<file path="config.mk">
export PLATFORM = sky130hd
export DESIGN_NAME = ntt_sched_flat
export DESIGN_NICKNAME = d
export VERILOG_FILES = /design/src/rtl/ntt_sched_if.sv /design/src/rtl/ntt_sched.sv /design/src/flat_wrapper.sv
export SDC_FILE = /design/constraint.sdc
export NUM_CORES = 1
export LEC_CHECK = 0
export ABC_CLOCK_PERIOD_IN_PS = 3050
export CAP_MARGIN = 20
export CORE_MARGIN = 5
export CORE_UTILIZATION = 45
export DETAILED_ROUTE_END_ITERATION = 12
export DONT_BUFFER_PORTS = 1
export GPL_ROUTABILITY_DRIVEN = 0
export PLACE_DENSITY = 0.62
export SLEW_MARGIN = 20
export SYNTH_ARGS = -nofsm -noshare
export SYNTH_HDL_FRONTEND = slang
export SYNTH_SLANG_ARGS = --single-unit
</file>
<file path="constraint.sdc">
create_clock -name clk -period 3.05 [get_ports clk]
set_input_delay 0.1525 -clock clk [delete_from_list [all_inputs] [get_ports clk]]
set_output_delay 0.1525 -clock clk [all_outputs]
set_load 0.02 [all_outputs]
</file>
<file path="src/rtl/ntt_sched_if.sv">
// Host/BFU-side bundle of the NTT sequencer: command strobe in, status,
// read/twiddle addresses and write-back addresses out.
interface ntt_sched_if #(
    parameter int LOGN = 8
);
    logic            start;
    logic [1:0]      op;
    logic            busy;
    logic            done;
    logic            rd_en;
    logic [LOGN-1:0] rd_addr0;
    logic [LOGN-1:0] rd_addr1;
    logic [LOGN-1:0] tw_addr;
    logic [1:0]      bfu_mode;
    logic            wr_en0;
    logic [LOGN-1:0] wr_addr0;
    logic            wr_en1;
    logic [LOGN-1:0] wr_addr1;

    modport master (
        output start, op,
        input  busy, done, rd_en, rd_addr0, rd_addr1, tw_addr, bfu_mode,
        input  wr_en0, wr_addr0, wr_en1, wr_addr1
    );

    modport slave (
        input  start, op,
        output busy, done, rd_en, rd_addr0, rd_addr1, tw_addr, bfu_mode,
        output wr_en0, wr_addr0, wr_en1, wr_addr1
    );
endinterface

</file>
<file path="src/rtl/ntt_sched.sv">
// Address sequencer for an in-place Cooley-Tukey NTT or elementwise pass over
// an N-point memory, with write-back addresses replayed after the BFU latency.
module ntt_sched #(
    parameter int LOGN    = 8,
    parameter int BFU_LAT = 14
) (
    input  logic       clk,
    input  logic       rst_n,
    ntt_sched_if.slave bus
);
    localparam int LAT = BFU_LAT + 1;
    localparam int SW  = $clog2(LOGN);
    localparam int CW  = $clog2(LAT + 1);

    localparam logic [LOGN-1:0] ONE        = LOGN'(1);
    localparam logic [LOGN-1:0] HALF_LAST  = LOGN'((1 << (LOGN - 1)) - 1);
    localparam logic [LOGN-1:0] FULL_LAST  = {LOGN{1'b1}};
    localparam logic [SW-1:0]   LAST_STAGE = SW'(LOGN - 1);
    localparam logic [CW-1:0]   DRAIN_LAST = CW'(LAT - 1);

    localparam logic [1:0] S_IDLE  = 2'd0;
    localparam logic [1:0] S_RUN   = 2'd1;
    localparam logic [1:0] S_DRAIN = 2'd2;
    localparam logic [1:0] S_DONE  = 2'd3;

    logic [1:0]      r_state;
    logic [1:0]      r_mode;
    logic [SW-1:0]   r_s;
    logic [LOGN-1:0] r_k;
    logic [CW-1:0]   r_cnt;

    logic            r_pv  [LAT];
    logic [LOGN-1:0] r_pa0 [LAT];
    logic [LOGN-1:0] r_pa1 [LAT];

    logic [SW-1:0]   w_sh;
    logic [LOGN-1:0] w_d;
    logic [LOGN-1:0] w_g;
    logic [LOGN-1:0] w_ntt0;
    logic [LOGN-1:0] w_ntt1;
    logic [LOGN-1:0] w_ntt_tw;
    logic            w_last_k;
    logic            w_rd_en;
    logic [LOGN-1:0] w_rd_addr0;
    logic [LOGN-1:0] w_rd_addr1;
    logic [LOGN-1:0] w_tw_addr;

    // Butterfly span d is a power of two, so k/d and k mod d reduce to a shift
    // and a mask; addr0 is k with a zero bit inserted at position log2(d).
    always_comb begin
        w_sh     = LAST_STAGE - r_s;
        w_d      = ONE << w_sh;
        w_g      = r_k >> w_sh;
        w_ntt0   = ((w_g << w_sh) << 1) | (r_k & (w_d - ONE));
        w_ntt1   = w_ntt0 | w_d;
        w_ntt_tw = (ONE << r_s) + w_g;
        w_last_k = r_mode[1] ? (r_k == FULL_LAST) : (r_k == HALF_LAST);

        w_rd_en    = (r_state == S_RUN);
        w_rd_addr0 = '0;
        w_rd_addr1 = '0;
        w_tw_addr  = '0;
        if (w_rd_en) begin
            if (r_mode[1]) begin
                w_rd_addr0 = r_k;
                w_rd_addr1 = r_k;
            end else begin
                w_rd_addr0 = w_ntt0;
                w_rd_addr1 = w_ntt1;
                w_tw_addr  = w_ntt_tw;
            end
        end
    end

    always_ff @(posedge clk) begin
        if (!rst_n) begin
            r_state <= S_IDLE;
            r_mode  <= '0;
            r_s     <= '0;
            r_k     <= '0;
            r_cnt   <= '0;
        end else begin
            case (r_state)
                S_IDLE: begin
                    if (bus.start) begin
                        r_mode  <= bus.op;
                        r_s     <= '0;
                        r_k     <= '0;
                        r_state <= S_RUN;
                    end
                end
                S_RUN: begin
                    r_k <= r_k + ONE;
                    if (w_last_k) begin
                        r_cnt   <= '0;
                        r_state <= S_DRAIN;
                    end
                end
                S_DRAIN: begin
                    // The last write of a stage lands in the final drain cycle,
                    // so the next stage may start reading right after it.
                    if (r_cnt == DRAIN_LAST) begin
                        if (!r_mode[1] && (r_s != LAST_STAGE)) begin
                            r_s     <= r_s + SW'(1);
                            r_k     <= '0;
                            r_state <= S_RUN;
                        end else begin
                            r_state <= S_DONE;
                        end
                    end else begin
                        r_cnt <= r_cnt + CW'(1);
                    end
                end
                default: r_state <= S_IDLE;
            endcase
        end
    end

    // Write-address replay line: one RAM read cycle plus the BFU latency.
    always_ff @(posedge clk) begin
        if (!rst_n) begin
            for (int i = 0; i < LAT; i++) begin
                r_pv[i]  <= 1'b0;
                r_pa0[i] <= '0;
                r_pa1[i] <= '0;
            end
        end else begin
            r_pv[0]  <= w_rd_en;
            r_pa0[0] <= w_rd_addr0;
            r_pa1[0] <= w_rd_addr1;
            for (int i = 1; i < LAT; i++) begin
                r_pv[i]  <= r_pv[i-1];
                r_pa0[i] <= r_pa0[i-1];
                r_pa1[i] <= r_pa1[i-1];
            end
        end
    end

    assign bus.busy     = (r_state == S_RUN) || (r_state == S_DRAIN);
    assign bus.done     = (r_state == S_DONE);
    assign bus.rd_en    = w_rd_en;
    assign bus.rd_addr0 = w_rd_addr0;
    assign bus.rd_addr1 = w_rd_addr1;
    assign bus.tw_addr  = w_tw_addr;
    assign bus.bfu_mode = r_mode;
    assign bus.wr_en0   = r_pv[LAT-1];
    assign bus.wr_en1   = r_pv[LAT-1] & ~r_mode[1];
    assign bus.wr_addr0 = r_pa0[LAT-1];
    assign bus.wr_addr1 = r_pa1[LAT-1];
endmodule

</file>
<file path="src/flat_wrapper.sv">
// flat-port wrapper written by rule: the top's interface ports become plain ports
module ntt_sched_flat 
#(
    parameter int LOGN    = 8,
    parameter int BFU_LAT = 14
)
  (clk, rst_n, bus_start, bus_op, bus_busy, bus_done, bus_rd_en, bus_rd_addr0, bus_rd_addr1, bus_tw_addr, bus_bfu_mode, bus_wr_en0, bus_wr_addr0, bus_wr_en1, bus_wr_addr1);
  ntt_sched_if #(.LOGN(LOGN)) bus_i ();
  input  logic clk;
  input  logic rst_n;
  input wire logic [$bits(bus_i.start)-1:0] bus_start;
  input wire logic [$bits(bus_i.op)-1:0] bus_op;
  output wire logic [$bits(bus_i.busy)-1:0] bus_busy;
  output wire logic [$bits(bus_i.done)-1:0] bus_done;
  output wire logic [$bits(bus_i.rd_en)-1:0] bus_rd_en;
  output wire logic [$bits(bus_i.rd_addr0)-1:0] bus_rd_addr0;
  output wire logic [$bits(bus_i.rd_addr1)-1:0] bus_rd_addr1;
  output wire logic [$bits(bus_i.tw_addr)-1:0] bus_tw_addr;
  output wire logic [$bits(bus_i.bfu_mode)-1:0] bus_bfu_mode;
  output wire logic [$bits(bus_i.wr_en0)-1:0] bus_wr_en0;
  output wire logic [$bits(bus_i.wr_addr0)-1:0] bus_wr_addr0;
  output wire logic [$bits(bus_i.wr_en1)-1:0] bus_wr_en1;
  output wire logic [$bits(bus_i.wr_addr1)-1:0] bus_wr_addr1;
  assign bus_i.start = bus_start;
  assign bus_i.op = bus_op;
  assign bus_busy = bus_i.busy;
  assign bus_done = bus_i.done;
  assign bus_rd_en = bus_i.rd_en;
  assign bus_rd_addr0 = bus_i.rd_addr0;
  assign bus_rd_addr1 = bus_i.rd_addr1;
  assign bus_tw_addr = bus_i.tw_addr;
  assign bus_bfu_mode = bus_i.bfu_mode;
  assign bus_wr_en0 = bus_i.wr_en0;
  assign bus_wr_addr0 = bus_i.wr_addr0;
  assign bus_wr_en1 = bus_i.wr_en1;
  assign bus_wr_addr1 = bus_i.wr_addr1;
  ntt_sched #(.LOGN(LOGN), .BFU_LAT(BFU_LAT)) u_core (.clk(clk), .rst_n(rst_n), .bus(bus_i));
endmodule
</file>
==> qor.txt, run 1 <==
OUTCOME
-------------------------------------------------------------------------------------------------
Run status ......................................................................... finished, final reports clean

DETAILED ROUTING
-------------------------------------------------------------------------------------------------
Starting DRT DRC Count .............................................................          336
Number of iterations in the first detailed-routing pass ............................            5
Post-route ant nets ................................................................            0
Vias per Instance ..................................................................         4.71
Remaining design rule violation count ..............................................            0
Post-detailed-routing wire length ..................................................      14.2 mm
Detailed-route wire length per cell ................................................      12.1 um
Number of vias in the routed layout ................................................         5540

LOGIC SYNTHESIS
-------------------------------------------------------------------------------------------------
Share of flip-flops with an asynchronous set or reset after synthesis ..............           0%
Top cell type's share of synthesized area ..........................................        59.0%
Xor/xnor cell area share of the yosys netlist ......................................       0.188%
Combinational family with the most area after synthesis ............................ simple AND/OR/NAND/NOR gates
Compound-cell area share of the yosys netlist ......................................        7.87%
Synth Net Count ....................................................................          906
Average instance area after synthesis ..............................................     10.6 um2
Number of enable flip-flop cells after synthesis ...................................            0
Synth Flop Type .................................................................... sky130_fd_sc_hd__dfxtp_1
YS warnings ........................................................................            0
Synth area leaders ................................................................. sky130_fd_sc_hd__dfxtp_1 (59%), sky130_fd_sc_hd__and2_1 (17%), sky130_fd_sc_hd__ha_1 (3.0%)
Proportion of synthesized area in mux cells ........................................        1.39%
Simple-gate portion of the synthesized area ........................................        23.9%
Cell type with the highest aggregate area in the netlist ........................... sky130_fd_sc_hd__dfxtp_1
Synthesized instance count .........................................................          878
Number of synthesized register bits ................................................          274
Adder and majority gate portion of the synthesized area ............................        3.18%
Sequential cell area fraction in the yosys report ..................................        59.0%
Number of distinct library cell variants in the gate-level netlist after synthesis .           58
Cell Area, Synth ...................................................................     9300 um2

STA
-------------------------------------------------------------------------------------------------
Minimum clock period ...............................................................      2.99 ns
Worst-margin pin slew ..............................................................     0.773 ns
Slew headroom ......................................................................        48.4%
Worst hold margin ..................................................................     0.205 ns
FMAX ...............................................................................    0.335 GHz
Unrepaired setup endpoints after global routing ....................................         true
Slew Limit Fails ...................................................................            0
Hold violation total from the final report .........................................            0
Post-route clock skew ..............................................................    0.0101 ns
Setup-violating endpoint count in the final report .................................            0
Period Utilization, post-route .....................................................        97.9%

DIE
-------------------------------------------------------------------------------------------------
Core ar. ...........................................................................    20300 um2
Die area ...........................................................................    23600 um2
Number of I/O pins .................................................................           52
Floorplan die height ...............................................................       154 um
Initial standard-cell utilization of the core ......................................        45.8%
Die outline width ..................................................................       154 um
Cell row count .....................................................................           52

CLOCK TREE
-------------------------------------------------------------------------------------------------
Library cell used as clock root buffer ............................................. sky130_fd_sc_hd__clkbuf_16
TritonCTS buffer count .............................................................           26
Clock tree buffer depth ............................................................            3
Clock transition at path regs ......................................................      0.06 ns
Count of H-tree levels built during CTS ............................................            1
Clock latency at the later pin of the worst-skew pair ..............................      0.51 ns
CTS tree ...........................................................................         done
Num Clock Sinks ....................................................................          274

CRITICAL PATH
-------------------------------------------------------------------------------------------------
Reg-to-reg endpoint ................................................................ u_core.r_k[7]
Crit path kind .....................................................................   reg -> out
Worst setup SP type ................................................................         flop
Minimum setup slack among reg-to-reg paths .........................................      0.58 ns
Kind of capture point of the worst setup path ......................................   output pin
Max FO, Critical Path ..............................................................            7
Launch point of the critical path .................................................. u_core.r_s[1]
Critical R2R Launch ................................................................ u_core.r_s[1]
Crit path to ....................................................................... bus_tw_addr[6]
Required time reported for the critical path endpoint ..............................      2.90 ns
Worst r2r path cells ...............................................................            8
Arrival @ worst endpoint ...........................................................      2.83 ns

FINAL LAYOUT
-------------------------------------------------------------------------------------------------
Commonest non-fill, non-tap cells in the layout .................................... sky130_fd_sc_hd__dfxtp_1 (271), sky130_fd_sc_hd__and2_1 (251), sky130_fd_sc_hd__buf_4 (37)
Share of post-route cells with drive strength above 1 ..............................        14.6%
Final core utilization .............................................................        53.0%
Syn-to-layout area delta ...........................................................        15.6%
Final-stage net count ..............................................................          914
N_diodes ...........................................................................            0
Leading cell type in the layout, fill and taps excluded ............................ sky130_fd_sc_hd__dfxtp_1

POWER
-------------------------------------------------------------------------------------------------
Leakage power total ................................................................      4.39 nW
Power Density ......................................................................   700 nW/um2
Maximum resistive drop on vdd ......................................................     0.405 mV

JOB
-------------------------------------------------------------------------------------------------
Max Cap Violations .................................................................            0

GLOBAL ROUTE
-------------------------------------------------------------------------------------------------
Via count of the first global-routing pass .........................................         4916
Antenna violations before repair ...................................................            0
Global-route wire length before repair .............................................      23.6 mm
Maximum number of pins on one net before global-route repair .......................          266
Total global routing track utilization .............................................        11.6%
Aggregate global routing overflow ..................................................            0

PLACE
-------------------------------------------------------------------------------------------------
Number of port buffers .............................................................            0
HPWL Detailed ......................................................................      8.36 mm

HOLD PATH
-------------------------------------------------------------------------------------------------
Worst min path class ...............................................................    in -> reg

[layout make-up]
class	count	area [um2]
Sequential cell	274	5500
Fill cell	1826	9550
Multi-Input combinational cell	515	3560
Inverter	21	78.8
Timing Repair Buffer	48	399
Clock buffer	42	791
Clock inverter	5	86.3
Tap cell	270	338
[worst min path at each step]
stage                    from                     end  slack (ns)  depth (start not counted)
floorplan           bus_op[0]  u_core.bus.bfu_mode[0]        0.31                          2
global placement        rst_n    u_core.r_pa0[0][119]        0.29                          1
detailed placement      rst_n    u_core.r_pa1[0][118]        0.29                          1
CTS                 bus_start           u_core.r_k[1]        0.19                          4
global route        bus_start           u_core.r_s[0]        0.23                          4
finish              bus_start           u_core.r_k[1]        0.21                          4
[cell usage after synthesis (5+ instances only)]
cell type                  instances
sky130_fd_sc_hd__o211ai_1          5
sky130_fd_sc_hd__dfxtp_1         274
sky130_fd_sc_hd__a21boi_0          7
sky130_fd_sc_hd__o22ai_1           6
sky130_fd_sc_hd__mux2i_1           5
sky130_fd_sc_hd__nand3_1          14
sky130_fd_sc_hd__buf_4            16
sky130_fd_sc_hd__and3_1            5
sky130_fd_sc_hd__nand2b_1         10
sky130_fd_sc_hd__or4_1             6
sky130_fd_sc_hd__ha_1             22
sky130_fd_sc_hd__clkbuf_1         47
sky130_fd_sc_hd__and2_1          255
sky130_fd_sc_hd__nor2_1           22
sky130_fd_sc_hd__o21ai_0          20
sky130_fd_sc_hd__o21a_1           10
sky130_fd_sc_hd__nand2_1          27
sky130_fd_sc_hd__nor3_1            8
sky130_fd_sc_hd__inv_1            20
sky130_fd_sc_hd__nor2b_1          10
sky130_fd_sc_hd__a21oi_1          22
[critical path, stage by stage, from the launching register on]
cell,delay [ns]
sky130_fd_sc_hd__dfxtp_4,0.38
sky130_fd_sc_hd__buf_4,0.17
sky130_fd_sc_hd__inv_2,0.09
sky130_fd_sc_hd__ha_4,0.16
sky130_fd_sc_hd__nand2b_2,0.10
sky130_fd_sc_hd__inv_1,0.09
sky130_fd_sc_hd__ha_2,0.19
sky130_fd_sc_hd__inv_2,0.04
sky130_fd_sc_hd__fa_2,0.35
sky130_fd_sc_hd__nor2b_2,0.14
sky130_fd_sc_hd__o21a_1,0.19
sky130_fd_sc_hd__o21a_1,0.16
sky130_fd_sc_hd__o211ai_1,0.09
sky130_fd_sc_hd__buf_4,0.17
[flip-flops by register name, indices dropped and copies added, names as in the netlist]
name,cells
u_core.r_s,3
u_core.bus.bfu_mode,2
u_core.r_cnt,4
u_core.r_state,2
u_core.r_k,8
u_core.r_pv,15
u_core.r_pa1,120
u_core.r_pa0,120
[power breakdown]
part	internal, mW	switching [mW]	total [mW]
sequential	3.62	0.0433	3.66
combinational	0.217	0.468	0.684
clock	1.94	1.24	3.18
[stage by stage]
| stage | power (mW) | setup WS [ns] | cell area [um2] | setup TNS [ns] | cells |
|---|---|---|---|---|---|
| 2_1_floorplan | 4.25 | 0.0691 | 9300 | 0 | 878 |
| 3_3_place_gp | 4.38 | 0.230 | 9520 | 0 | 1109 |
| 3_5_place_dp | 4.39 | 0.182 | 9520 | 0 | 1109 |
| 4_1_cts | 7.66 | -0.0572 | 10600 | -0.107 | 1166 |
| 5_1_grt | 7.89 | -0.0882 | 10800 | -0.295 | 1175 |
| 6_report | 7.53 | 0.0635 | 10800 | 0 | 1175 |
[per-layer routing]
metal | wire, um | share of wire (%) | up-vias | GRT usage (%)
met4 | 388 | 2.7 | 0 | 3.66
met3 | 1120 | 7.9 | 33 | 4.22
met2 | 6330 | 45 | 128 | 18.4
met5 | 0 | 0 | - | 0
met1 | 6340 | 45 | 2524 | 14.7
li1 | - | - | 2855 | -
[kinds of logic (layout without fill, tap and decap cells)]
group                    count (synthesis)  in the layout
AND/OR/NAND/NOR                        374            374
flip-flops                             274            274
AO/OA/AOI/OAI                          106            106
buffers and inverters                   89            116
XOR/XNOR                                 2              2
multiplexers                            10             10
adder cells (fa/ha/maj)                 23             23
[repair_timing]
item	in CTS	in global routing
hold buffers	8	0
setup buffers	2	8
hold endpoints to repair	269	0
endpoints found under the setup margin	13	9
pin swaps	0	19
gates cloned	0	1
resized for setup	22	37
Note: power is estimated with default switching activity, not from simulation.
==> run 2, diff against run 1 <==
--- a/config.mk
+++ b/config.mk
@@ -5,7 +5,8 @@
 export SDC_FILE = /design/constraint.sdc
 export NUM_CORES = 1
 export LEC_CHECK = 0
-export ABC_CLOCK_PERIOD_IN_PS = 3050
+export ABC_AREA = 1
+export ABC_CLOCK_PERIOD_IN_PS = 3300
 export CAP_MARGIN = 20
 export CORE_MARGIN = 5
 export CORE_UTILIZATION = 45
==> constraint.sdc (replaced) <==
create_clock -name clk -period 3.3 [get_ports clk]
set_input_delay 0.165 -clock clk [delete_from_list [all_inputs] [get_ports clk]]
set_output_delay 0.165 -clock clk [all_outputs]
set_load 0.02 [all_outputs]
==> qor.txt, run 2 <==
CLOCK TREE
-------------------------------------------------------------------------------------------------
Count of H-tree levels built during CTS ............................................            1
Clock tree buffer depth ............................................................            3
Num Clock Sinks ....................................................................          274
Library cell used as clock root buffer ............................................. sky130_fd_sc_hd__clkbuf_16
Clock transition at path regs ......................................................      0.06 ns
TritonCTS buffer count .............................................................           28
CTS tree ...........................................................................         done
Clock latency at the later pin of the worst-skew pair ..............................      0.53 ns

HOLD PATH
-------------------------------------------------------------------------------------------------
Worst min path class ...............................................................    in -> reg
Beginning of the worst hold path ...................................................    bus_start

PLACE
-------------------------------------------------------------------------------------------------
Number of port buffers .............................................................            0
Count of placed standard cells including taps ......................................         1416
HPWL Detailed ......................................................................      9.52 mm

FINAL LAYOUT
-------------------------------------------------------------------------------------------------
Final-stage net count ..............................................................         1264
N_diodes ...........................................................................            0
Syn-to-layout area delta ...........................................................        18.9%
Layout filler cell count ...........................................................         1962
Share of post-route cells with drive strength above 1 ..............................        10.7%
Final core utilization .............................................................        54.6%
Biggest registers after layout ..................................................... u_core.r_pa0: 120 flops, u_core.r_pa1: 120 flops, u_core.r_pv: 15 flops
Non-filler cells in the finished layout ............................................         1533
Leading cell type in the layout, fill and taps excluded ............................ sky130_fd_sc_hd__nand2_1
Commonest non-fill, non-tap cells in the layout .................................... sky130_fd_sc_hd__nand2_1 (327), sky130_fd_sc_hd__inv_1 (286), sky130_fd_sc_hd__dfxtp_1 (267)

DETAILED ROUTING
-------------------------------------------------------------------------------------------------
Number of vias in the routed layout ................................................         6720
Remaining design rule violation count ..............................................            0
Number of iterations in the first detailed-routing pass ............................            5
Starting DRT DRC Count .............................................................          349
Detailed-route wire length per cell ................................................      10.5 um
Post-route ant nets ................................................................            0
Vias per Instance ..................................................................         4.38
Post-detailed-routing wire length ..................................................      16.1 mm

LOGIC SYNTHESIS
-------------------------------------------------------------------------------------------------
Cell Area, Synth ...................................................................     9680 um2
Number of distinct library cell variants in the gate-level netlist after synthesis .           35
Most frequent cells after synthesis ................................................ sky130_fd_sc_hd__nand2_1 (329), sky130_fd_sc_hd__inv_1 (287), sky130_fd_sc_hd__dfxtp_1 (274)
Synth Net Count ....................................................................         1217
Synth Flop Type .................................................................... sky130_fd_sc_hd__dfxtp_1
YS warnings ........................................................................            0
Average instance area after synthesis ..............................................     8.14 um2
Synth area leaders ................................................................. sky130_fd_sc_hd__dfxtp_1 (57%), sky130_fd_sc_hd__nand2_1 (13%), sky130_fd_sc_hd__inv_1 (11%)
Cell type with the highest aggregate area in the netlist ........................... sky130_fd_sc_hd__dfxtp_1
Top-count cell post-synth .......................................................... sky130_fd_sc_hd__nand2_1
Number of synthesized register bits ................................................          274
Top cell type's share of synthesized area ..........................................        56.7%
Number of enable flip-flop cells after synthesis ...................................            0
Share of flip-flops with an asynchronous set or reset after synthesis ..............           0%
Sequential cell area fraction in the yosys report ..................................        56.7%
Synthesized instance count .........................................................         1189

CRITICAL PATH
-------------------------------------------------------------------------------------------------
CP most frequent cell .............................................................. sky130_fd_sc_hd__nand2_1
Crit path kind .....................................................................   reg -> out
Critical Path, Cell by Cell ........................................................ buf_6 -> nand2_1 -> nand3_2 -> nand2_2 -> nand2_1 -> nand2_2 -> ha_1 -> inv_1 -> fa_2 -> nor2_1 -> o21ai_0 -> nand2_1 -> a21oi_1 -> o21bai_1 -> o21ai_1 -> a21oi_1 -> buf_4
Critical R2R Launch ................................................................ u_core.r_s[1]
Arrival @ worst endpoint ...........................................................      2.95 ns
Cell with the largest stage delay on the worst path ................................ sky130_fd_sc_hd__dfxtp_4
Max FO, Critical Path ..............................................................           11
Largest incremental delay on the critical path .....................................      0.39 ns
Required time reported for the critical path endpoint ..............................      3.13 ns
Launch point of the critical path .................................................. u_core.r_s[0]
Worst setup SP type ................................................................         flop
Kind of capture point of the worst setup path ......................................   output pin

DIE
-------------------------------------------------------------------------------------------------
Cell row count .....................................................................           53
Initial standard-cell utilization of the core ......................................        45.9%
Core ar. ...........................................................................    21100 um2
Die area ...........................................................................    24500 um2
Number of I/O pins .................................................................           52
Floorplan die height ...............................................................       157 um
Die outline width ..................................................................       157 um

GLOBAL ROUTE
-------------------------------------------------------------------------------------------------
Antenna violations before repair ...................................................            0
Via count of the first global-routing pass .........................................         6154
Total global routing track utilization .............................................        13.4%
Maximum number of pins on one net before global-route repair .......................          192
Aggregate global routing overflow ..................................................            0
Global-route wire length before repair .............................................      27.7 mm

STA
-------------------------------------------------------------------------------------------------
Worst-margin pin slew ..............................................................     0.914 ns
Period Utilization, post-route .....................................................        94.5%
Setup-violating endpoint count in the final report .................................            0
Post-route clock skew ..............................................................    0.0155 ns
FMAX ...............................................................................    0.321 GHz
Hold violation total from the final report .........................................            0
Unrepaired setup endpoints after global routing ....................................         true
Minimum clock period ...............................................................      3.12 ns
Slew Limit Fails ...................................................................            0
Slew headroom ......................................................................        39.0%
Worst hold margin ..................................................................    0.0649 ns

JOB
-------------------------------------------------------------------------------------------------
Max Cap Violations .................................................................            0

POWER
-------------------------------------------------------------------------------------------------
Power Density ......................................................................   676 nW/um2
Leakage power total ................................................................      6.58 nW
Maximum resistive drop on vdd ......................................................     0.487 mV

OUTCOME
-------------------------------------------------------------------------------------------------
Run status ......................................................................... finished, final reports clean

## run 2: cell count changes in the layout (fill, tap and decap cells not counted), sizes merged, moves of 13 or more
cell,change
a21oi,+22
buf,-23
nand3,+34
inv,+278
nand2,+323
o21ai,+13
dlygate4sd3,+51
and2,-255
## run 2: cells by family (layout without fill, tap and decap cells)
kind of cell / count (synthesis) / in the layout / share of synthesized area [%]
AND/OR/NAND/NOR: 445 / 445 / 19.6
XOR/XNOR: 6 / 6 / 0.543
flip-flops: 274 / 274 / 56.7
adder cells (fa/ha/maj): 23 / 23 / 3.05
buffers and inverters: 355 / 424 / 15.1
AO/OA/AOI/OAI: 86 / 86 / 4.98
## run 2: where the power goes
group	total [mW]	switching (mW)	internal, mW	leakage, nW
combinational	0.892	0.630	0.262	3.86
clock	3.43	1.23	2.20	0.514
sequential	3.46	0.0722	3.39	2.21
total	7.78	1.93	5.85	6.58
## run 2: routing by layer
layer	up-vias	GRT usage, %	share of wire, %
met1	2974	16.0	44
met3	59	3.62	6.9
met2	167	22.7	45
met5	-	0	0
li1	3520	-	-
met4	0	5.58	4.4
## run 2: per-stage QoR
| stage | power, mW | setup slack (ns) | instance area (um2) | setup TNS [ns] |
|---|---|---|---|---|
| after floorplan | 4.18 | 0.630 | 9680 | 0 |
| after global placement | 4.34 | 0.487 | 9760 | 0 |
| after detailed placement | 4.34 | 0.460 | 9760 | 0 |
| after CTS | 7.86 | 0.0172 | 11400 | 0 |
| after global routing | 8.13 | -0.0133 | 11500 | -0.0133 |
| final | 7.78 | 0.181 | 11500 | 0 |
## run 2: cell type report
| class | instances | area [um2] | share of cell area [%] |
|---|---|---|---|
| clock inverter | 10 | 195 | 1.70 |
| sequential | 274 | 5500 | 47.8 |
| tap | 275 | 344 | 2.99 |
| clock buffer | 42 | 863 | 7.50 |
| multi-input combinational | 560 | 2730 | 23.8 |
| inverter | 297 | 1120 | 9.77 |
| timing repair buffer | 75 | 747 | 6.49 |
## run 2: worst max-delay path: cells and delay by family, from the launching register on
kind                     cells  cell delay, ns
AO/OA/AOI/OAI                5            0.54
flip-flops                   1            0.39
AND/OR/NAND/NOR              7            0.63
adder cells (fa/ha/maj)      2            0.51
buffers and inverters        3            0.36
## run 2: what timing repair did
item | 4_1_cts | 5_1_grt
hold buffers | 59 | 0
setup buffers | 0 | 6
endpoints found under the setup margin | 2 | 3
hold endpoints to repair | 248 | 0
pin swaps | 0 | 3
gates resized for setup | 3 | 16
## run 2: path summary, 6_finish.rpt
kind	to	slack [ns]	depth (start not counted)
hold reg to reg	u_core.r_pa0[0][69]	0.39	2
setup reg to reg	u_core.r_pa1[0][6]	1.01	13
setup / recovery	bus_tw_addr[6]	0.18	17
hold / removal	u_core.r_state[1]	0.06	4
==> run 3, diff against run 2 <==
--- a/config.mk
+++ b/config.mk
@@ -8,12 +8,13 @@
 export ABC_AREA = 1
 export ABC_CLOCK_PERIOD_IN_PS = 3300
 export CAP_MARGIN = 20
-export CORE_MARGIN = 5
+export CORE_MARGIN = 3
 export CORE_UTILIZATION = 45
 export DETAILED_ROUTE_END_ITERATION = 12
 export DONT_BUFFER_PORTS = 1
 export GPL_ROUTABILITY_DRIVEN = 0
 export PLACE_DENSITY = 0.62
+export RECOVER_POWER = 25
 export SLEW_MARGIN = 20
 export SYNTH_ARGS = -nofsm -noshare
 export SYNTH_HDL_FRONTEND = slang
==> qor.txt, run 3 (synthesized netlist as in run 2, its figures left out) <==
GLOBAL ROUTE
---------------------------------------------------------------------------
Via count of the first global-routing pass ...................         6285
Global-route wire length before repair .......................      27.9 mm
Aggregate global routing overflow ............................            0
Maximum number of pins on one net before global-route repair .          191
Antenna violations before repair .............................            0
Total global routing track utilization .......................        13.9%

DIE
---------------------------------------------------------------------------
Die area .....................................................    23300 um2
Floorplan die height .........................................       153 um
Die outline width ............................................       153 um
Core ar. .....................................................    21100 um2
Initial standard-cell utilization of the core ................        45.9%
Number of I/O pins ...........................................           52
Cell row count ...............................................           53

CRITICAL PATH
---------------------------------------------------------------------------
Largest incremental delay on the critical path ...............      0.43 ns
Crit path kind ...............................................   reg -> out
Kind of capture point of the worst setup path ................   output pin
Cell with the largest stage delay on the worst path .......... sky130_fd_sc_hd__dfxtp_4
Worst setup SP type ..........................................         flop
Critical Path, Cell by Cell .................................. buf_4 -> nand2_1 -> nand3_2 -> nand3_1 -> nand2_2 -> ha_4 -> inv_1 -> fa_2 -> nor2_2 -> o21ai_1 -> nand2_1 -> a21oi_2 -> o21bai_1 -> o21ai_1 -> a21oi_1 -> buf_4
Arrival @ worst endpoint .....................................      2.98 ns
Max FO, Critical Path ........................................            6
Required time reported for the critical path endpoint ........      3.13 ns

FINAL LAYOUT
---------------------------------------------------------------------------
Commonest non-fill, non-tap cells in the layout .............. sky130_fd_sc_hd__nand2_1 (329), sky130_fd_sc_hd__inv_1 (285), sky130_fd_sc_hd__dfxtp_1 (264)
Share of post-route cells with drive strength above 1 ........        11.3%
Leading cell type in the layout, fill and taps excluded ...... sky130_fd_sc_hd__nand2_1
Biggest registers after layout ............................... u_core.r_pa0: 120 flops, u_core.r_pa1: 120 flops, u_core.r_pv: 15 flops
Final Instance Area ..........................................    11500 um2
Final core utilization .......................................        54.4%
Non-filler cells in the finished layout ......................         1538
N_diodes .....................................................            0
Final-stage net count ........................................         1273
Syn-to-layout area delta .....................................        18.5%

CLOCK TREE
---------------------------------------------------------------------------
CTS tree .....................................................         done
Num Clock Sinks ..............................................          274
Count of H-tree levels built during CTS ......................            1
Library cell used as clock root buffer ....................... sky130_fd_sc_hd__clkbuf_16
Clock latency at the later pin of the worst-skew pair ........      0.53 ns
Clock transition at path regs ................................      0.07 ns
TritonCTS buffer count .......................................           27
Clock tree buffer depth ......................................            3

HOLD PATH
---------------------------------------------------------------------------
Worst min path class .........................................    in -> reg

DETAILED ROUTING
---------------------------------------------------------------------------
Remaining design rule violation count ........................            0
Vias per Instance ............................................         4.38
Detailed-route wire length per cell ..........................      10.7 um
Post-detailed-routing wire length ............................      16.5 mm
Number of iterations in the first detailed-routing pass ......            5
Starting DRT DRC Count .......................................          394
Post-route ant nets ..........................................            0
Number of vias in the routed layout ..........................         6736

PLACE
---------------------------------------------------------------------------
Count of placed standard cells including taps ................         1413
HPWL Detailed ................................................      9.43 mm
Instance area after placement ................................     9730 um2
Post-placement worst setup slack .............................     0.294 ns
Number of port buffers .......................................            0

STA
---------------------------------------------------------------------------
Slew Limit Fails .............................................            0
Setup-violating endpoint count in the final report ...........            0
Slew headroom ................................................        41.4%
Hold violation total from the final report ...................            0
Worst-margin pin slew ........................................     0.878 ns
FMAX .........................................................    0.318 GHz
Worst-case setup margin in the final layout ..................     0.153 ns
Setup TNS ....................................................         0 ns
Post-route clock skew ........................................    0.0103 ns
Minimum clock period .........................................      3.15 ns
Period Utilization, post-route ...............................        95.4%

POWER
---------------------------------------------------------------------------
Power Density ................................................   653 nW/um2
Leakage power total ..........................................      6.57 nW
Maximum resistive drop on vdd ................................     0.475 mV

JOB
---------------------------------------------------------------------------
Max Cap Violations ...........................................            0

OUTCOME
---------------------------------------------------------------------------
Run status ................................................... finished, final reports clean

-- run 3: worst paths after layout --
kind / startpoint / end / slack [ns] / cells after the start
max: u_core.r_s[0] / bus_tw_addr[6] / 0.15 / 16
min: bus_start / u_core.r_state[0] / 0.07 / 4
max reg2reg: u_core.r_s[1] / u_core.r_pa1[0][5] / 0.95 / 13
min reg2reg: u_core.r_pa0[0][9] / u_core.r_pa0[0][17] / 0.40 / 2
-- run 3: where the power goes --
part           switching, mW  internal [mW]
Clock                   1.21           1.85
Sequential            0.0617           3.39
Combinational          0.665          0.302
Total                   1.94           5.54
-- run 3: routing by layer --
metal | wire length [um] | vias to the layer above | GRT usage [%]
li1 | - | 3536 | -
met1 | 7250 | 2979 | 16.7
met2 | 7550 | 168 | 23.8
met3 | 1020 | 53 | 3.27
met4 | 651 | 0 | 5.98
met5 | 0 | - | 0
-- run 3: metrics by stage --
stage | hold WS (ns) | power (mW)
finish | 0.0730 | 7.48
detailed placement | 0.299 | 4.35
floorplan | 0.325 | 4.18
global placement | 0.308 | 4.34
global route | 0.0823 | 7.84
CTS | 0.0542 | 7.49
-- run 3: layout make-up --
| class | instances | area [um2] |
|---|---|---|
| Sequential cell | 274 | 5500 |
| Clock inverter | 6 | 105 |
| Tap cell | 275 | 344 |
| Inverter | 297 | 1140 |
| Fill cell | 1922 | 9620 |
| Clock buffer | 41 | 808 |
| Multi-Input combinational cell | 560 | 2760 |
| Timing Repair Buffer | 85 | 807 |
-- run 3: critical path, delay by kind of cell, from the launching register on --
kind / cells / cell delay (ns)
compound gates: 5 / 0.53
flops: 1 / 0.43
fa+ha+maj: 2 / 0.55
simple gates: 6 / 0.60
buf+inv: 3 / 0.35
-- run 3: what timing repair did --
| action | in CTS | in global routing |
|---|---|---|
| gates resized for setup | 3 | 28 |
| hold buffers | 60 | 0 |
| hold endpoints to repair | 248 | 0 |
| setup endpoints to repair | 4 | 5 |
| setup buffers | 0 | 18 |
| pin swaps | 0 | 9 |
